===== src/rtl/semaforo_agendador.sv =====
// Demand-actuated two-street traffic sequencer with a pedestrian phase.
// Define SEMAFORO_PISCA_EN to enable the night-mode yellow blink state.
module semaforo_agendador #(
  parameter int T_VERDE_MIN = 4,
  parameter int T_VERDE_MAX = 10,
  parameter int T_AMARELO   = 2,
  parameter int T_VERMELHO  = 1,
  parameter int T_PEDESTRE  = 3,
  parameter int T_PISCA     = 2,
  parameter int LARGURA     = 8
) (
  input  logic       clk,
  input  logic       rst,
  input  logic       sensor_rua_1,
  input  logic       sensor_rua_2,
  input  logic       pedestre,
  input  logic       modo_noturno,
  output logic       rua_1_verde,
  output logic       rua_1_amarelo,
  output logic       rua_1_vermelho,
  output logic       rua_2_verde,
  output logic       rua_2_amarelo,
  output logic       rua_2_vermelho,
  output logic       pedestre_verde,
  output logic [2:0] estado
);

  typedef enum logic [2:0] {
    R1_VERDE   = 3'd0,
    R1_AMARELO = 3'd1,
    VERM_A     = 3'd2,
    R2_VERDE   = 3'd3,
    R2_AMARELO = 3'd4,
    VERM_B     = 3'd5,
    PED        = 3'd6,
    PISCA      = 3'd7
  } estado_t;

  localparam logic [LARGURA-1:0] VMIN_FIM = LARGURA'(T_VERDE_MIN - 1);
  localparam logic [LARGURA-1:0] VMAX_FIM = LARGURA'(T_VERDE_MAX - 1);
  localparam logic [LARGURA-1:0] AMA_FIM  = LARGURA'(T_AMARELO - 1);
  localparam logic [LARGURA-1:0] VERM_FIM = LARGURA'(T_VERMELHO - 1);
  localparam logic [LARGURA-1:0] PED_FIM  = LARGURA'(T_PEDESTRE - 1);

  estado_t            state_q, state_d;
  logic [LARGURA-1:0] cnt_q, cnt_d;
  logic               pedido_q, pedido_d;
  logic               proxima_q, proxima_d;
  logic               entra;
  logic               sai_r1, sai_r2;

`ifdef SEMAFORO_PISCA_EN
  localparam logic [LARGURA-1:0] PISCA_FIM = LARGURA'(T_PISCA - 1);
  logic pisca_q, pisca_d;
`else
  logic unused_modo;
  assign unused_modo = modo_noturno;
`endif

  // Green ends on gap-out (own street empty after minimum) or max-out, but only with waiting demand.
  assign sai_r1 = ((cnt_q >= VMAX_FIM) || ((cnt_q >= VMIN_FIM) && !sensor_rua_1))
                  && (sensor_rua_2 || pedido_q);
  assign sai_r2 = ((cnt_q >= VMAX_FIM) || ((cnt_q >= VMIN_FIM) && !sensor_rua_2))
                  && (sensor_rua_1 || pedido_q);
  assign entra  = (state_d != state_q);

  always_ff @(posedge clk) begin
    if (rst) begin
      state_q   <= R1_VERDE;
      cnt_q     <= '0;
      pedido_q  <= 1'b0;
      proxima_q <= 1'b0;
`ifdef SEMAFORO_PISCA_EN
      pisca_q   <= 1'b0;
`endif
    end else begin
      state_q   <= state_d;
      cnt_q     <= cnt_d;
      pedido_q  <= pedido_d;
      proxima_q <= proxima_d;
`ifdef SEMAFORO_PISCA_EN
      pisca_q   <= pisca_d;
`endif
    end
  end

  always_comb begin
    state_d = state_q;
    case (state_q)
      R1_VERDE:   if (sai_r1) state_d = R1_AMARELO;
      R1_AMARELO: if (cnt_q == AMA_FIM) state_d = VERM_A;
      VERM_A:     if (cnt_q == VERM_FIM) state_d = pedido_q ? PED : R2_VERDE;
      R2_VERDE:   if (sai_r2) state_d = R2_AMARELO;
      R2_AMARELO: if (cnt_q == AMA_FIM) state_d = VERM_B;
      VERM_B:     if (cnt_q == VERM_FIM) state_d = pedido_q ? PED : R1_VERDE;
      PED:        if (cnt_q == PED_FIM) state_d = proxima_q ? R2_VERDE : R1_VERDE;
`ifdef SEMAFORO_PISCA_EN
      PISCA:      if (!modo_noturno) state_d = VERM_B;
`endif
      default:    state_d = R1_VERDE;
    endcase
`ifdef SEMAFORO_PISCA_EN
    if (modo_noturno) state_d = PISCA;
`endif
  end

  // Phase counter, pedestrian latch and the street to serve after the walk phase.
  always_comb begin
    cnt_d     = cnt_q;
    pedido_d  = pedido_q;
    proxima_d = proxima_q;
    if (entra) begin
      cnt_d = '0;
    end else begin
      case (state_q)
        R1_VERDE, R2_VERDE: if (cnt_q < VMAX_FIM) cnt_d = cnt_q + LARGURA'(1);
`ifdef SEMAFORO_PISCA_EN
        PISCA:   cnt_d = (cnt_q == PISCA_FIM) ? '0 : cnt_q + LARGURA'(1);
`endif
        default: cnt_d = cnt_q + LARGURA'(1);
      endcase
    end
`ifdef SEMAFORO_PISCA_EN
    if (pedestre && (state_q != PED) && (state_q != PISCA)) pedido_d = 1'b1;
    if (state_d == PISCA) pedido_d = 1'b0;
`else
    if (pedestre && (state_q != PED)) pedido_d = 1'b1;
`endif
    if (entra && (state_d == PED)) begin
      pedido_d  = 1'b0;
      proxima_d = (state_q == VERM_A);
    end
  end

`ifdef SEMAFORO_PISCA_EN
  always_comb begin
    pisca_d = pisca_q;
    if (entra) pisca_d = 1'b1;
    else if ((state_q == PISCA) && (cnt_q == PISCA_FIM)) pisca_d = ~pisca_q;
  end
`endif

  always_comb begin
    rua_1_verde    = 1'b0;
    rua_1_amarelo  = 1'b0;
    rua_1_vermelho = 1'b0;
    rua_2_verde    = 1'b0;
    rua_2_amarelo  = 1'b0;
    rua_2_vermelho = 1'b0;
    pedestre_verde = 1'b0;
    case (state_q)
      R1_VERDE:   begin rua_1_verde   = 1'b1; rua_2_vermelho = 1'b1; end
      R1_AMARELO: begin rua_1_amarelo = 1'b1; rua_2_vermelho = 1'b1; end
      R2_VERDE:   begin rua_2_verde   = 1'b1; rua_1_vermelho = 1'b1; end
      R2_AMARELO: begin rua_2_amarelo = 1'b1; rua_1_vermelho = 1'b1; end
      PED: begin
        rua_1_vermelho = 1'b1;
        rua_2_vermelho = 1'b1;
        pedestre_verde = 1'b1;
      end
`ifdef SEMAFORO_PISCA_EN
      PISCA: begin
        rua_1_amarelo = pisca_q;
        rua_2_amarelo = pisca_q;
      end
`endif
      default: begin rua_1_vermelho = 1'b1; rua_2_vermelho = 1'b1; end
    endcase
  end

  assign estado = state_q;

endmodule


===== config.mk =====
export PLATFORM = sky130hd
export DESIGN_NAME = semaforo_agendador
export DESIGN_NICKNAME = d
export VERILOG_FILES = /design/src/rtl/semaforo_agendador.sv
export SDC_FILE = /design/constraint.sdc
export NUM_CORES = 1
export LEC_CHECK = 0
export ABC_AREA = 1
export BUFFER_PORTS_ARGS = -buffer_cell sky130_fd_sc_hd__buf_2
export CORE_MARGIN = 2
export CORE_UTILIZATION = 50
export CTS_BUF_LIST = sky130_fd_sc_hd__clkbuf_16
export CTS_CLUSTER_DIAMETER = 120
export DETAILED_ROUTE_END_ITERATION = 8
export PLACE_DENSITY_LB_ADDON = 0.1
export RECOVER_POWER = 25
export SYNTH_ARGS = -nofsm -noshare
export SYNTH_HDL_FRONTEND = slang
export SYNTH_SLANG_ARGS = --single-unit

===== constraint.sdc =====
create_clock -name clk -period 2.2 [get_ports clk]
set_input_delay 0.44 -clock clk [delete_from_list [all_inputs] [get_ports clk]]
set_output_delay 0.44 -clock clk [all_outputs]
set_load 0.02 [all_outputs]

==> key figures <==
Min path
  • Hold Path Depth: 2
  • Worst hold start: rst
  • Path type of the worst min-delay path: input pin to register
  • Hold endpoint: estado[0]

Critical path
  • R2R setup slack: roughly 280 ps
  • CP required: about 2400 ps
  • CP endpoint kind: register
  • Critical Path Start Type: register
  • Critical path arrival: between 2000 and 2500 ps
  • R2r endpoint: cnt_q[3]
  • CP max FO: 8
  • Critical path type: register to register
  • Worst r2r path cells: 13
  • Worst r2r src: cnt_q[0]

Power
  • Sw Pwr: ~0.00038 W
  • PD cells: around 840 nW/um^2
  • Sequential power share: 0.284
  • Leakage power: a little over 0.6 nW
  • Clock share of power: 0.345
  • Internal power: between 0.0006 and 0.0007 W
  • Max VDD drop: approximately 0.73 mV
  • Total power draw: slightly above 0.001 W
  • Sw Ratio: 0.377
  • Combinational power share: 0.371

STA
  • Final worst setup slack: around 280 ps
  • Least-Margin Pin Slew: 379 ps
  • Final setup fails: 0
  • Post-layout minimum cycle time: between 1500 and 2000 ps
  • Fmax: about 520 MHz
  • Slew margin rel.: 0.746
  • Post-route setup TNS: 0 ps
  • Hold violation count in the final report: 0
  • RSZ-0062 raised after global routing: false
  • Max-slew violation count: 0
  • Clk_skew: 3.48 ps
  • Final Cycle Share: 0.873

Yosys
  • Post-Synthesis Net Count: ~180
  • Synth Area in Adders: 0.0600
  • Yosys cell types: 27
  • Main synth FF type: dfxtp_1
  • Post-synth top cells: nand2_1 (40), inv_1 (28), nor2_1 (26)
  • Post-Synth Simple-Gate Area: 0.442
  • Flops & latches, synth: 13
  • Post-synth top area cell: dfxtp_1
  • Largest family of logic cells by synthesized area: simple AND/OR/NAND/NOR gates
  • Cells after synthesis: between 150 and 200
  • Post-Synthesis Cell Area: between 1000 and 1500 sq um
  • Synth async-reset ratio: 0
  • Synthesized area per cell: about 6.3 sq um
  • Top cell type's share of synthesized area: 0.249
  • YS warnings: 0
  • Synth Area in Compound Gates: 0.0983
  • Most common cell in the netlist: nand2_1
  • Post-synthesis xor/xnor area fraction: 0.0336
  • Number of synthesized flops with an enable pin: 0
  • Mux contribution to synthesized area: 0
  • Seq/Total Area, Yosys: 0.249
  • Area contributors post-synth: dfxtp_1 (25%), nand2_1 (14%), inv_1 (10%), nor2_1 (9.4%), nand3_1 (6.2%)

Clocking
  • Later-pin clock latency in the skew report: ~250 ps
  • Clock-pin slew on the worst setup and hold paths: about 50 ps
  • Max clock buf depth: 2
  • Clk root buf: clkbuf_16
  • Cts bufs inserted: 3
  • H-tree levels: 1
  • CTS sink count: 13
  • CTS tree: done

Global route
  • First-pass GRT wire length: slightly above 4000 microns
  • Total global routing track utilization: 0.206
  • GRT Residual Overflow: 0
  • Largest net degree at the start of global routing: 12
  • Vias in the first global route: ~940
  • Antenna violations before repair: 0

Placed design
  • RD Place Congestion: between 0.8 and 0.9
  • Detailed placement HPWL: 1850 microns
  • Pre-CTS WS: roughly 300 ps
  • Placed cell areas: about 1100 sq um
  • PortBufs: 14

Job
  • Max Cap Violations: 0

Final layout
  • Layout cells sized above 1: 0.181
  • Ant diodes: 0
  • Final instance area: 1210 sq um
  • Area grow syn2layout: 16.3%
  • Nets: a little under 200
  • Fin util: 0.619

Die
  • # IOs: 16
  • Die area: 2470 sq um
  • Core Rows: 16
  • CORE AREA: 1960 sq um
  • Chip height: 49.7 microns
  • Die width: 49.7 microns
  • Starting density of the core: 0.532

Route
  • Total number of vias: ~1.0k
  • Residual DRC count: 0
  • Initial DRC count: 43
  • DR WL/cell: 11.3 microns
  • Drt first pass iters: 4
  • Routed Antenna Nets: 0
  • Via density: approximately 5
  • Routed WL: around 2400 microns

Outcome
  • Outcome: completed
## what timing repair did
action,4_1_cts,5_1_grt
endpoints found under the setup margin,0,5
hold buffers,0,0
setup buffers,0,0
gates resized for setup,0,1
## logic make-up after synthesis
family                     count (synthesis)
buffers and inverters                     30
and+or+nand+nor                           96
AOI/OAI and AO/OA                         17
DFF                                       13
adders and majority gates                  5
xor gates and xnor gates                   4
## cell usage in the layout, fill, tap and decap left out, drive strengths merged
cell and instances:
a31oi 1, nor3 5, dfxtp 13, ha 5, nand3 15, o21bai 2
xnor2 1, inv 28, clkinv 2, nor2 30, clkbuf 7, buf 10
nand4 2, or2 2, a21oi 6, o21ai 8, xor2 3, nand2 42
## final cells by class
| class | instances | area [sq um] |
|---|---|---|
| Clock buffer | 3 | 75.1 |
| Multi-Input combinational cell | 122 | 664 |
| Timing Repair Buffer | 14 | 65.1 |
| Sequential cell | 13 | 260 |
| Tap cell | 27 | 33.8 |
| Clock inverter | 1 | 5.00 |
| Fill cell | 209 | 748 |
| Inverter | 29 | 110 |
## layer usage
layer / routed length (microns) / global-route usage
met5: 0 / 0
met1: 1130 / 0.283
met2: 1050 / 0.329
met3: 164 / 0.0394
met4: 16 / 0.0556
## per-stage QoR
| stage | instances | hold WS, ps |
|---|---|---|
| 5_1_grt | 209 | 427 |
| 4_1_cts | 209 | 411 |
| 3_5_place_dp | 205 | 443 |
| 3_3_place_gp | 205 | 437 |
| 6_report | 209 | 406 |
| 2_1_floorplan | 165 | 425 |
## power groups by stage
stage	clock network, W	logic [W]	registers (W)
floorplan	0	0.000292	0.000292
global placement	0	0.000365	0.000290
detailed placement	0	0.000376	0.000292
CTS	0.000351	0.000382	0.000288
global route	0.000367	0.000432	0.000292
finish	0.000350	0.000376	0.000288
## sequential cells by signal, indices dropped and copies added (netlist names)
name	cells
cnt_q	8
proxima_q	1
pedido_q	1
estado	3
## worst max-delay path, stage by stage, from the launching register on
cell and delay, ps:
dfxtp_1 380, inv_1 120, ha_1 230, nand2_1 130
nor2_2 70, nand2_1 100, nand3_1 90, nor2_1 140
nand2_1 90, nand2_1 70, nand2_1 70, clkinv_2 70
nand4_4 150, a21oi_2 150
## how the worst max path moves through the flow
stage | end | slack [ps] | cells past startpoint | start
6_report | cnt_q[3] | 280 | 13 | cnt_q[0]
5_1_grt | cnt_q[3] | 1 | 15 | cnt_q[0]
4_1_cts | cnt_q[3] | 260 | 13 | cnt_q[0]
3_5_place_dp | cnt_q[0] | 310 | 12 | cnt_q[5]
3_3_place_gp | cnt_q[3] | 350 | 12 | cnt_q[5]
2_1_floorplan | cnt_q[0] | 210 | 10 | estado[0]
(Power assumes the default switching activity.)
